`config.mk`:
```
export PLATFORM = sky130hd
export DESIGN_NAME = fixed_to_float
export DESIGN_NICKNAME = d
export VERILOG_FILES = /design/src/rtl/fixed_to_float_pkg.sv /design/src/rtl/fixed_to_float.sv
export SDC_FILE = /design/constraint.sdc
export NUM_CORES = 1
export LEC_CHECK = 0
export CORE_ASPECT_RATIO = 0.5
export CORE_MARGIN = 8
export CORE_UTILIZATION = 48
export DETAILED_ROUTE_END_ITERATION = 16
export GPL_ROUTABILITY_DRIVEN = 0
export PLACE_DENSITY = 0.77
export SKIP_LAST_GASP = 1
export SLEW_MARGIN = 10
export SYNTH_ARGS = -nofsm -noshare
export SYNTH_HDL_FRONTEND = slang
export SYNTH_SLANG_ARGS = --single-unit
```
`constraint.sdc`:
```
create_clock -name clk -period 2.59 [get_ports clk]
set_clock_uncertainty 0.15 [all_clocks]
set_input_delay 0.518 -clock clk [delete_from_list [all_inputs] [get_ports clk]]
set_output_delay 0.518 -clock clk [all_outputs]
set_load 0.02 [all_outputs]
```
`src/rtl/fixed_to_float_pkg.sv`:
```
// Shared definitions for the CORDIC datapath and its fixed-to-float output stage:
// the FSM state encoding, IEEE-754 single-precision field sizes and the default fixed-point format.
package fixed_to_float_pkg;

    localparam int FLOAT_W    = 32;
    localparam int EXP_W      = 8;
    localparam int MANT_W     = 23;
    localparam int EXP_BIAS   = 127;

    // Default signed fixed-point format of the CORDIC x/y results.
    localparam int DEF_INT_W  = 4;
    localparam int DEF_FRAC_W = 20;

    typedef enum logic [1:0] {
        ST_IDLE = 2'd0,
        ST_NORM = 2'd1,
        ST_OUT  = 2'd2
    } f2f_state_e;

    // Assemble a single-precision word from its three fields.
    function automatic logic [FLOAT_W-1:0] pack_float(
        input logic              sign,
        input logic [EXP_W-1:0]  exp,
        input logic [MANT_W-1:0] mant
    );
        pack_float = {sign, exp, mant};
    endfunction

endpackage

```
`src/rtl/fixed_to_float.sv`:
```
// Converts a signed fixed-point value to IEEE-754 single precision by normalising
// the magnitude one bit per enabled cycle; the conversion is exact, so no rounding is needed.
module fixed_to_float
    import fixed_to_float_pkg::*;
#(
    parameter int INT_W  = DEF_INT_W,
    parameter int FRAC_W = DEF_FRAC_W,
    parameter int FIX_W  = INT_W + FRAC_W
) (
    input  logic               clk,
    input  logic               rst,
    input  logic               en,
    input  logic [FIX_W-1:0]   in_data,
    input  logic               in_valid,
    output logic               in_ready,
    output logic [FLOAT_W-1:0] out_data,
    output logic               out_valid,
    input  logic               out_ready
);

    // Exponent of a magnitude whose top bit is already set: that bit weighs 2^(INT_W-1).
    localparam logic [EXP_W-1:0] EXP_INIT = EXP_W'(EXP_BIAS + INT_W - 1);

    f2f_state_e         state_q;
    logic               sign_q;
    logic [FIX_W-1:0]   mag_q;
    logic [EXP_W-1:0]   exp_q;
    logic [FLOAT_W-1:0] out_data_q;
    logic               out_valid_q;

    logic [FIX_W-1:0]   abs_s;
    logic [MANT_W-1:0]  mant_s;
    logic               mag_zero_s;
    logic               mag_norm_s;

    // Negating the most negative input wraps to 2^(FIX_W-1), which is the correct unsigned magnitude.
    always_comb begin
        abs_s = in_data;
        if (in_data[FIX_W-1]) begin
            abs_s = FIX_W'(~in_data + {{(FIX_W-1){1'b0}}, 1'b1});
        end else begin
            abs_s = in_data;
        end
    end

    // Fraction bits below the hidden one, left-aligned into the 23-bit mantissa field.
    always_comb begin
        mant_s = MANT_W'(mag_q[FIX_W-2:0]) << (MANT_W - (FIX_W - 1));
    end

    assign mag_zero_s = (mag_q == {FIX_W{1'b0}});
    assign mag_norm_s = mag_q[FIX_W-1];

    // Conversion FSM; every output comes straight from a register.
    always_ff @(posedge clk) begin
        if (rst) begin
            state_q     <= ST_IDLE;
            sign_q      <= 1'b0;
            mag_q       <= {FIX_W{1'b0}};
            exp_q       <= {EXP_W{1'b0}};
            out_data_q  <= {FLOAT_W{1'b0}};
            out_valid_q <= 1'b0;
        end else if (en) begin
            case (state_q)
                ST_IDLE: begin
                    if (in_valid) begin
                        sign_q  <= in_data[FIX_W-1];
                        mag_q   <= abs_s;
                        exp_q   <= EXP_INIT;
                        state_q <= ST_NORM;
                    end else begin
                        state_q <= ST_IDLE;
                    end
                end
                ST_NORM: begin
                    if (mag_zero_s) begin
                        out_data_q  <= {FLOAT_W{1'b0}};
                        out_valid_q <= 1'b1;
                        state_q     <= ST_OUT;
                    end else if (mag_norm_s) begin
                        out_data_q  <= pack_float(sign_q, exp_q, mant_s);
                        out_valid_q <= 1'b1;
                        state_q     <= ST_OUT;
                    end else begin
                        mag_q   <= {mag_q[FIX_W-2:0], 1'b0};
                        exp_q   <= exp_q - {{(EXP_W-1){1'b0}}, 1'b1};
                        state_q <= ST_NORM;
                    end
                end
                ST_OUT: begin
                    if (out_ready) begin
                        out_valid_q <= 1'b0;
                        state_q     <= ST_IDLE;
                    end else begin
                        state_q <= ST_OUT;
                    end
                end
                default: begin
                    out_valid_q <= 1'b0;
                    state_q     <= ST_IDLE;
                end
            endcase
        end
    end

    assign in_ready  = (state_q == ST_IDLE);
    assign out_data  = out_data_q;
    assign out_valid = out_valid_q;

endmodule

```
==> run metrics <==
final setup fails=0; Min-Delay Startpoint=out_data[17]$_SDFFE_PP0P_; detailed-route DRC error count=0; clock share of power=around two fifths; Crit path buffers/inverters=2; dpl cells=594; Place WS=-653.4 ps; CP Cell Sequence=clkdlybuf4s50_1 > or3_1 > or4_4 > buf_12 > or2_4 > a32oi_1 > a211oi_1; #FFs+latches synth=between 60 and 70; WHS=321.2 ps; DRT Wirelength=10410 µm; LEAKAGE=~1.8 nW; CP max-delay cell=or4_4; most common cell after layout, fill and taps aside=dfxtp_1; DR vias/cell=5.912; Final ANT Viol Nets=0; switching power total=just under 0.9 mW; fraction of layout cells with a size suffix above 1=17.09%; Worst setup SP type=input pin; top cells by area, synth=dfxtp_1 38%, nand4b_1 5.4%, o21ai_0 5.4%; fin crit share=98.80%; reg2reg setup slack=270 ps; fin nets=541; worst r2r src=mag_q[19]$_SDFFE_PP0P_; die height=between 70 and 80 µm; CTS sink cnt=68; synth warn=0; TritonCTS clock tree=done; initial antenna violation count=0; crit-path max FO=5; Fin. Hold Viols=0; sw frac=29.12%; syn_nets=449; pwr dens=609.4 mW/mm²; n_diodes=0; WL per Instance=17.03 µm; Seq pwr share=39.6%; post-synth top area cell=dfxtp_1; fin util=between 60 and 70%; Core ar.=0.007239 mm²; Avg Synthesized Cell Area=about 8.5 µm²; pin count of the biggest net entering global routing=72; pin slew with the least headroom to its limit=a little under 700 ps; Post-Syn Area=0.003538 mm²; Placed Area=0.004573 mm²; die width=137.4 µm; most frequent cells in the layout=68 x dfxtp_1, 56 x clkdlybuf4s50_1, 51 x buf_4; maximum clock insertion buffer count=2; Syn Inst Count=418; top_reg_cell synth=dfxtp_1; Post-synth EDFFs=0; HPWL after DPL=7759 µm; result of the run=finished clean; Required @ worst endpoint=roughly 2700 ps; Post-Layout Cell Count=611; Inserted Clock Buffers=9; Tot GR Track Use=between 15 and 20%; critical path's largest stage delay=570 ps; first-pass GRT wire length=between 15000 and 20000 µm; Unique masters post-synth=55; Area Growth Syn to Fin=38.65%; Site Rows=22; crit path DAT=around 2600 ps; DRT iter0 DRCs=473; vias in the first global route=3341; post-route worst setup slack=between 30 and 40 ps; Hold Path Class=reg2reg; Rel. slew slack=54.26%; post-route cell area=about 0.0049 mm²; Initial Utilization=about half; Clk Tree Root Cell=clkbuf_16; Pre-antenna DRT Iters=6; post-synthesis async set-or-reset flop share=0%; fin. max-slew vios=0; Yosys top cell area share=38.47%; Top Family by Delay on Critical Path=simple AND/OR/NAND/NOR gates; crit path from=in_data[10]; Max Freq=390.8 MHz; Pint=2.119 mW; num ports=63; via count=3612; Die ar.=0.01054 mm²; Gate power share=19.5%; worst vdd ir=0.3833 mV; Fin Setup TNS=0 ps; Worst-path clk slew=~60 ps; max-cap check violation count=0; port buffer count=slightly above 60; GRT Residual Overflow=0; WS Path Type=in2reg; Clk Latency, worst-skew pair=330 ps; depth of the CTS H-tree=3; Pwr Total=2.990 mW; unrepaired setup endpoints after global routing=false; post-synthesis sequential area ratio=between 30% and 40%; CTS Hold Buffers Added=0; Final min period=2559 ps; crit path capture type=flop
worst min-delay path, cell delays in order (launching register included):
cell and delay [ps]:
dfxtp_1 310, nand2b_1 60, o21ai_0 60
flip-flops by register name (all words and copies together), names as in the netlist:
signal     cells
sign_q         1
exp_q          8
out_valid      1
out_data      32
mag_q         24
state_q        2
layout make-up:
class	count	area, µm²
clock inverter	7	75.07
clock buffer	9	225.2
inverter	7	33.78
fill	565	2333
tap	96	120.1
multi-input combinational	309	2047
sequential	68	1361
timing repair buffer	115	1044
kinds of logic after synthesis:
group           synth area share, %
mux                           1.450
buf+inv                       4.491
simple gates                  26.20
xor+xnor                      3.713
flops                         38.47
fa+ha+maj                    0.7071
compound gates                24.96
per-layer routing:
layer | up-vias | wire length [µm] | global-route usage [%]
met5 | - | 0 | 0
met4 | 0 | 107 | 6.028
met3 | 11 | 1128 | 6.957
met2 | 169 | 4238 | 26.07
met1 | 1676 | 4932 | 28.55
li1 | 1756 | - | -
power by group through the flow:
stage          clock network [mW]  registers [mW]  logic (mW)
6_report                     1.22            1.18       0.582
5_1_grt                      1.28            1.19       0.639
4_1_cts                      1.24            1.18       0.576
3_5_place_dp                    0            1.20       0.572
3_3_place_gp                    0            1.20       0.560
2_1_floorplan                   0            1.17       0.348
synth_stat cells, types with 7 or more instances:
cell,count
xnor2_1,7
or3_1,8
nor3_1,7
nand3_1,9
clkbuf_1,30
dfxtp_1,68
xor2_1,8
o21ai_0,38
nor4_1,9
nor2_1,28
nand2b_1,30
a22o_1,10
nand4b_1,22
nand2_1,20
a21oi_1,26
path summary, 6_finish.rpt:
kind,end,cells after the start
setup / recovery,mag_q[18]$_SDFFE_PP0P_,7
hold / removal,out_data[17]$_SDFFE_PP0P_,2
setup reg to reg,out_data[24]$_SDFFE_PP0P_,5
hold reg to reg,out_data[17]$_SDFFE_PP0P_,2
what timing repair did:
| action | 4_1_cts | 5_1_grt |
|---|---|---|
| setup endpoints to repair | 7 | 6 |
| setup buffers | 0 | 1 |
| resized for setup | 3 | 6 |
| pin swaps | 1 | 6 |
| cloned | 0 | 0 |
(Power assumes the default switching activity.)
